File: config.mk
export PLATFORM = sky130hd
export DESIGN_NAME = sync_ptr_bank
export DESIGN_NICKNAME = d
export VERILOG_FILES = /design/src/rtl/sync_ptr_bank.sv
export SDC_FILE = /design/constraint.sdc
export NUM_CORES = 1
export LEC_CHECK = 0
export BUFFER_PORTS_ARGS = -buffer_cell sky130_fd_sc_hd__buf_2
export CAP_MARGIN = 20
export CORE_MARGIN = 2
export CORE_UTILIZATION = 49
export DETAILED_ROUTE_END_ITERATION = 7
export GPL_ROUTABILITY_DRIVEN = 0
export PLACE_DENSITY = 0.74
export SYNTH_ARGS = -nofsm -noshare
export SYNTH_HDL_FRONTEND = slang
export SYNTH_SLANG_ARGS = --single-unit
File: constraint.sdc
create_clock -name dest_clk -period 1.9 [get_ports dest_clk]
set_clock_uncertainty 0.2 [all_clocks]
set_input_delay 0.38 -clock dest_clk [delete_from_list [all_inputs] [get_ports dest_clk]]
set_output_delay 0.38 -clock dest_clk [all_outputs]
set_load 0.02 [all_outputs]
File: src/rtl/sync_ptr_bank.sv
// Purpose: bring CHANNELS Gray FIFO pointers into dest_clk, with binary copies, update pulses and Gray-violation flags.
// Latency: dest_ptr_gray STAGES cycles after sampling; dest_ptr_bin, ptr_update STAGES+1; gray_err STAGES+1.
// Backpressure: none. Every dest_clk cycle is processed; the source must change at most one Gray bit per source cycle.
module sync_ptr_bank #(
    parameter int ASIZE    = 4,
    parameter int CHANNELS = 1,
    parameter int STAGES   = 2
) (
    input  logic                           dest_clk,
    input  logic                           dest_rst_n,
    input  logic [CHANNELS*(ASIZE+1)-1:0]  src_ptr,
    input  logic                           err_clr,
    output logic [CHANNELS*(ASIZE+1)-1:0]  dest_ptr_gray,
    output logic [CHANNELS*(ASIZE+1)-1:0]  dest_ptr_bin,
    output logic [CHANNELS-1:0]            ptr_update,
    output logic [CHANNELS-1:0]            gray_err
);

    localparam int PW = ASIZE + 1;

    // Fewer than two stages gives no metastability protection; more than four
    // only adds latency the FIFOs were never sized for.
    generate
        if (STAGES < 2 || STAGES > 4) begin : g_bad_stages
            $error("sync_ptr_bank: STAGES must be in 2..4");
        end
        if (CHANNELS < 1 || CHANNELS > 8) begin : g_bad_channels
            $error("sync_ptr_bank: CHANNELS must be in 1..8");
        end
    endgenerate

    // Gray to binary: each binary bit is the XOR of all Gray bits at or above it.
    function automatic logic [PW-1:0] gray_to_bin(input logic [PW-1:0] g);
        logic [PW-1:0] b;
        b         = '0;
        b[PW-1]   = g[PW-1];
        for (int j = PW - 2; j >= 0; j--) begin
            b[j] = b[j+1] ^ g[j];
        end
        return b;
    endfunction

    // True when two codes differ in two or more bit positions.
    function automatic logic multi_bit_change(input logic [PW-1:0] a, input logic [PW-1:0] b);
        logic [PW-1:0] diff;
        diff = a ^ b;
        // Clearing the lowest set bit leaves something only if more than one bit was set.
        return |(diff & (diff - PW'(1)));
    endfunction

    genvar c;
    generate
        for (c = 0; c < CHANNELS; c++) begin : g_ch
            logic [PW-1:0] sync_q [STAGES];
            logic [PW-1:0] gray_cur;
            logic [PW-1:0] gray_prev_q;
            logic [PW-1:0] bin_next;
            logic [PW-1:0] bin_q;
            logic          upd_q;
            logic          err_q;
            logic          viol;

            // Synchroniser chain: stage 0 alone samples the foreign-domain bits,
            // the remaining stages are plain flop-to-flop with no logic between.
            always_ff @(posedge dest_clk or negedge dest_rst_n) begin
                if (!dest_rst_n) begin
                    for (int k = 0; k < STAGES; k++) begin
                        sync_q[k] <= '0;
                    end
                end else begin
                    sync_q[0] <= src_ptr[c*PW +: PW];
                    for (int k = 1; k < STAGES; k++) begin
                        sync_q[k] <= sync_q[k-1];
                    end
                end
            end

            assign gray_cur = sync_q[STAGES-1];

            // Combinational decode of the synchronised pointer and the step check.
            always_comb begin
                bin_next = gray_to_bin(gray_cur);
                viol     = multi_bit_change(gray_cur, gray_prev_q);
            end

            // Registered binary pointer, its change pulse, and the Gray history
            // used by the step check one cycle later.
            always_ff @(posedge dest_clk or negedge dest_rst_n) begin
                if (!dest_rst_n) begin
                    gray_prev_q <= '0;
                    bin_q       <= '0;
                    upd_q       <= 1'b0;
                end else begin
                    gray_prev_q <= gray_cur;
                    bin_q       <= bin_next;
                    upd_q       <= (bin_next != bin_q);
                end
            end

            // Sticky violation flag; a fresh violation beats a simultaneous clear.
            always_ff @(posedge dest_clk or negedge dest_rst_n) begin
                if (!dest_rst_n) begin
                    err_q <= 1'b0;
                end else begin
                    err_q <= (err_q & ~err_clr) | viol;
                end
            end

            assign dest_ptr_gray[c*PW +: PW] = gray_cur;
            assign dest_ptr_bin[c*PW +: PW]  = bin_q;
            assign ptr_update[c]             = upd_q;
            assign gray_err[c]               = err_q;
        end
    endgenerate

endmodule

Word-level counts from Yosys, hierarchy flattened
Cells that the tools add are included.
{"block": "op_classes", "addsub": 1, "n_eq_ne": 1, "bitwise_logic": 9, "n_reduce_logical": 1}
{"operator": "$and A5 B5 Y5", "n": 1}
{"operator": "$ne A5 B5 Y1", "n": 1}
{"operator": "$reduce_or A5 Y1", "n": 1}
{"operator": "$sub A5 B1 Y5 const B", "n": 1}
{"operator": "$xor A5 B5 Y5", "n": 1}
{"operator": "$xor A1 B1 Y1", "n": 4}
{"operator": "$and A1 B1 Y1", "n": 1}
{"operator": "$not A1 Y1", "n": 1}
{"operator": "$or A1 B1 Y1", "n": 1}
{"block": "totals", "reg_bits": 22, "in_bits": 8, "output_inout_bits": 12, "wordCells": 18}

Depth between registers and ports, before layout
{"block": "depth", "word_depth": 5, "ltp_mapped": 5, "ltp_nobuf": 4}

Worst setup path after synthesis
Ideal clock, no wire load.
{"block": "synth_path", "kind": "reg2reg", "from": "reg g_ch[0].sync_q (netlist bit dest_ptr_gray[4])", "to": "reg g_ch[0].upd_q, in the netlist ptr_update", "arrival_time_ns": 1.343, "slack_ns": 0.225, "path_stages_with_launch": 6, "n_path_buf": 1, "period_less_slack_ns": 1.675, "path_cell_list": "dfrtp_1 -> buf_6 -> xnor3_2 -> xnor2_2 -> and3_1 -> o22ai_1"}
{"block": "synth_via", "elab_chain_len": 5}
{"element": "from (decl)", "line": "54", "source": "logic [PW-1:0] sync_q [STAGES];"}
{"element": "from (signal, indexed assignment)", "line": "73", "source": "sync_q[k] <= sync_q[k-1];"}
{"element": "$xor A1 B1 Y1 (*) (3 in series)", "line": "38", "source": "b[j] = b[j+1] ^ g[j];"}
{"element": "named net g_ch[0].bin_next[1]", "line": "57", "source": "logic [PW-1:0] bin_next;"}
{"element": "$xor A1 B1 Y1", "line": "38"}
{"element": "$ne A5 B5 Y1 (*)", "line": "96", "source": "upd_q <= (bin_next != bin_q);"}
{"element": "to (signal assigned)", "line": "96"}
{"element": "to (decl)", "line": "59", "source": "logic upd_q;"}
Mark *: on every way through the listed nets, which the timed path passes. The rest lies on a longest branch.

Worst setup path in the final report
Same ends and word-level chain as after synthesis.

==> metrics.txt <==
nets=89; Synth top area share=65.02%; Mean Syn Cell Area=13.94 sq um; row count=14; Max Freq=587.5 MHz; wire length of the first global-routing pass=1938 microns; Max Cap Viol=0; Place WS=0.2018 ns; vias in the first global route=464; H-tree levels=1; post-route setup slack=0.1980 ns; top_reg_cell synth=dfrtp_1; Antenna diodes=0; Routed Antenna Nets=0; First DRT Iteration DRCs=1; period utilisation layout=89.58%; Reg2Reg Setup Slack=0.20 ns; FFs w/ async S/R, synth=100.0%; design area=955.9 sq um; Post-Syn Instances=58; Netlist Area Pre-Place=808.3 sq um; total grt overflow=0; vias per cell=4.885; worst skew pair latency=0.30 ns; Synth area leader=dfrtp_1; Via Count=469; synth cell count leaders=dfrtp_1, buf_4, xor2_1; Yosys cell types=21; status=completed; PostCTS Resize Cnt=0; Max Slew Vio Count=0; Max Root-Sink Buffers=2; Area growth, synth to finish=18.27%; minimum clock period=1.702 ns; yosys warns=0; height of the die=44.62 microns; count leader, synth=dfrtp_1; Placed Cells=86; data required time at the worst endpoint=1.89 ns; CP Capture Type=register; WP data arrival=1.69 ns; Filler cells=118; Critical Path Start Type=register; EDFF count, synth=0; RSZ-0062 raised after global routing=no; post-route non-filler standard cell count=96; setup_tns=0 ns; area of the multi-input gates=217.7 sq um; 1st-pass router iterations=3; Seq/Total Area, Yosys=65.02%; final wirelength=1198 microns; # IOs=20; DP Wirelength=797.5 microns; CTS tree=yes; # DRC=0; Slew HR=70.15%; Worst Path Max Fanout=5; syn_nets=66; Tightest Hold Check Type=register to register; WHS Path Cells=0; Power, Total=0.8655 mW; WHS=0.1591 ns; initial core utilization=53.04%; initial antenna violation count=0; Buffers on Ports=19; Final Core Density=62.73%; largest net degree at the start of global routing=22; worst-margin pin slew=0.4477 ns; TritonCTS Buffers=3; share of post-route cells with drive strength above 1=32.50%; FF+latch count, synth=21; clock slew at reported path FFs=0.11 ns; final hold vios=0; Final Setup Violations=0; crit path kind=register to register; worst-case reg-to-reg path depth=4; gr usage total=14.63%; sequential cell area=525.5 sq um; wire per inst=12.48 microns; PwrDens=905.4 nW/um^2; DIE WIDTH=44.62 microns; placed cell areas=869.6 sq um; Max VDD drop=0.5224 mV; core area=1524 sq um; Root Buffer=clkbuf_4; P_leak=0.4485 nW; clk sinks=21; die area=1991 sq um; Synth area leaders=dfrtp_1, buf_4, xor2_1
-- state kept, by name (all words and copies together) (netlist names) --
signal and count:
dest_ptr_bin 5, dest_ptr_gray 5, g_ch.sync_q 5, g_ch.gray_prev_q 4, gray_err 1, ptr_update 1
-- cells in the final DEF (no fill, tap or decap), types with 2 or more instances in the layout --
| cell | Yosys | final |
|---|---|---|
| dlygate4sd3_1 | 0 | 6 |
| and3_1 | 2 | 2 |
| dfrtp_1 | 21 | 21 |
| nand2b_1 | 2 | 2 |
| clkbuf_4 | 0 | 3 |
| o22ai_1 | 2 | 2 |
| xnor2_1 | 4 | 4 |
| nand2_1 | 3 | 3 |
| buf_2 | 1 | 19 |
| xor2_1 | 5 | 5 |
-- power breakdown --
group          internal (mW)  switching, mW  total [mW]  leakage [nW]
combinational         0.0670         0.0836       0.151         0.194
sequential             0.481         0.0259       0.507         0.240
clock                 0.0819          0.126       0.208        0.0150
-- critical path, stage by stage (launching register included) --
cell,delay (ns)
dfrtp_1,0.42
xnor3_2,0.48
xnor2_2,0.22
and3_1,0.19
o22ai_1,0.08
-- timing repair --
action,CTS,global route
endpoints found under the setup margin,0,0
buffers inserted,0,0
hold buffers,6,0
hold endpoints to repair,26,0
-- per-layer routing --
metal  track usage, %  vias up  share of wire, %
met5                0        -                 0
met4            10.91        0               3.0
met3            3.673        4               4.9
met2            24.64       15                50
met1            15.62      221                42
li1                 -      229                 -
-- layout make-up --
class | instances | share of cell area [%]
sequential | 21 | 54.97
inverter | 1 | 0.3927
multi-input combinational | 28 | 22.77
tap | 16 | 2.094
timing repair buffer | 26 | 17.02
clock buffer | 4 | 2.749
-- path summary, 6_finish.rpt --
| kind | endpoint | startpoint |
|---|---|---|
| max in group asynchronous | dest_ptr_bin[0]$_DFF_PN0_ | dest_rst_n |
| setup / recovery | ptr_update$_DFF_PN0_ | dest_ptr_gray[4]$_DFF_PN0_ |
| min in group asynchronous | g_ch[0].gray_prev_q[3]$_DFF_PN0_ | dest_rst_n |
| setup reg to reg | ptr_update$_DFF_PN0_ | dest_ptr_gray[4]$_DFF_PN0_ |
| hold reg to reg | dest_ptr_gray[0]$_DFF_PN0_ | g_ch[0].sync_q[5]$_DFF_PN0_ |
| hold / removal | dest_ptr_gray[0]$_DFF_PN0_ | g_ch[0].sync_q[5]$_DFF_PN0_ |
-- cells by family (layout without fill, tap and decap cells) --
family / after synthesis / in the layout / share of synthesized area [%]
flip-flops: 21 / 21 / 65.01
XOR/XNOR: 11 / 11 / 14.71
AND/OR/NAND/NOR: 11 / 11 / 7.119
buffers and inverters: 9 / 31 / 8.048
AO/OA/AOI/OAI: 6 / 6 / 5.108
Power figures use the tool's default switching activity.
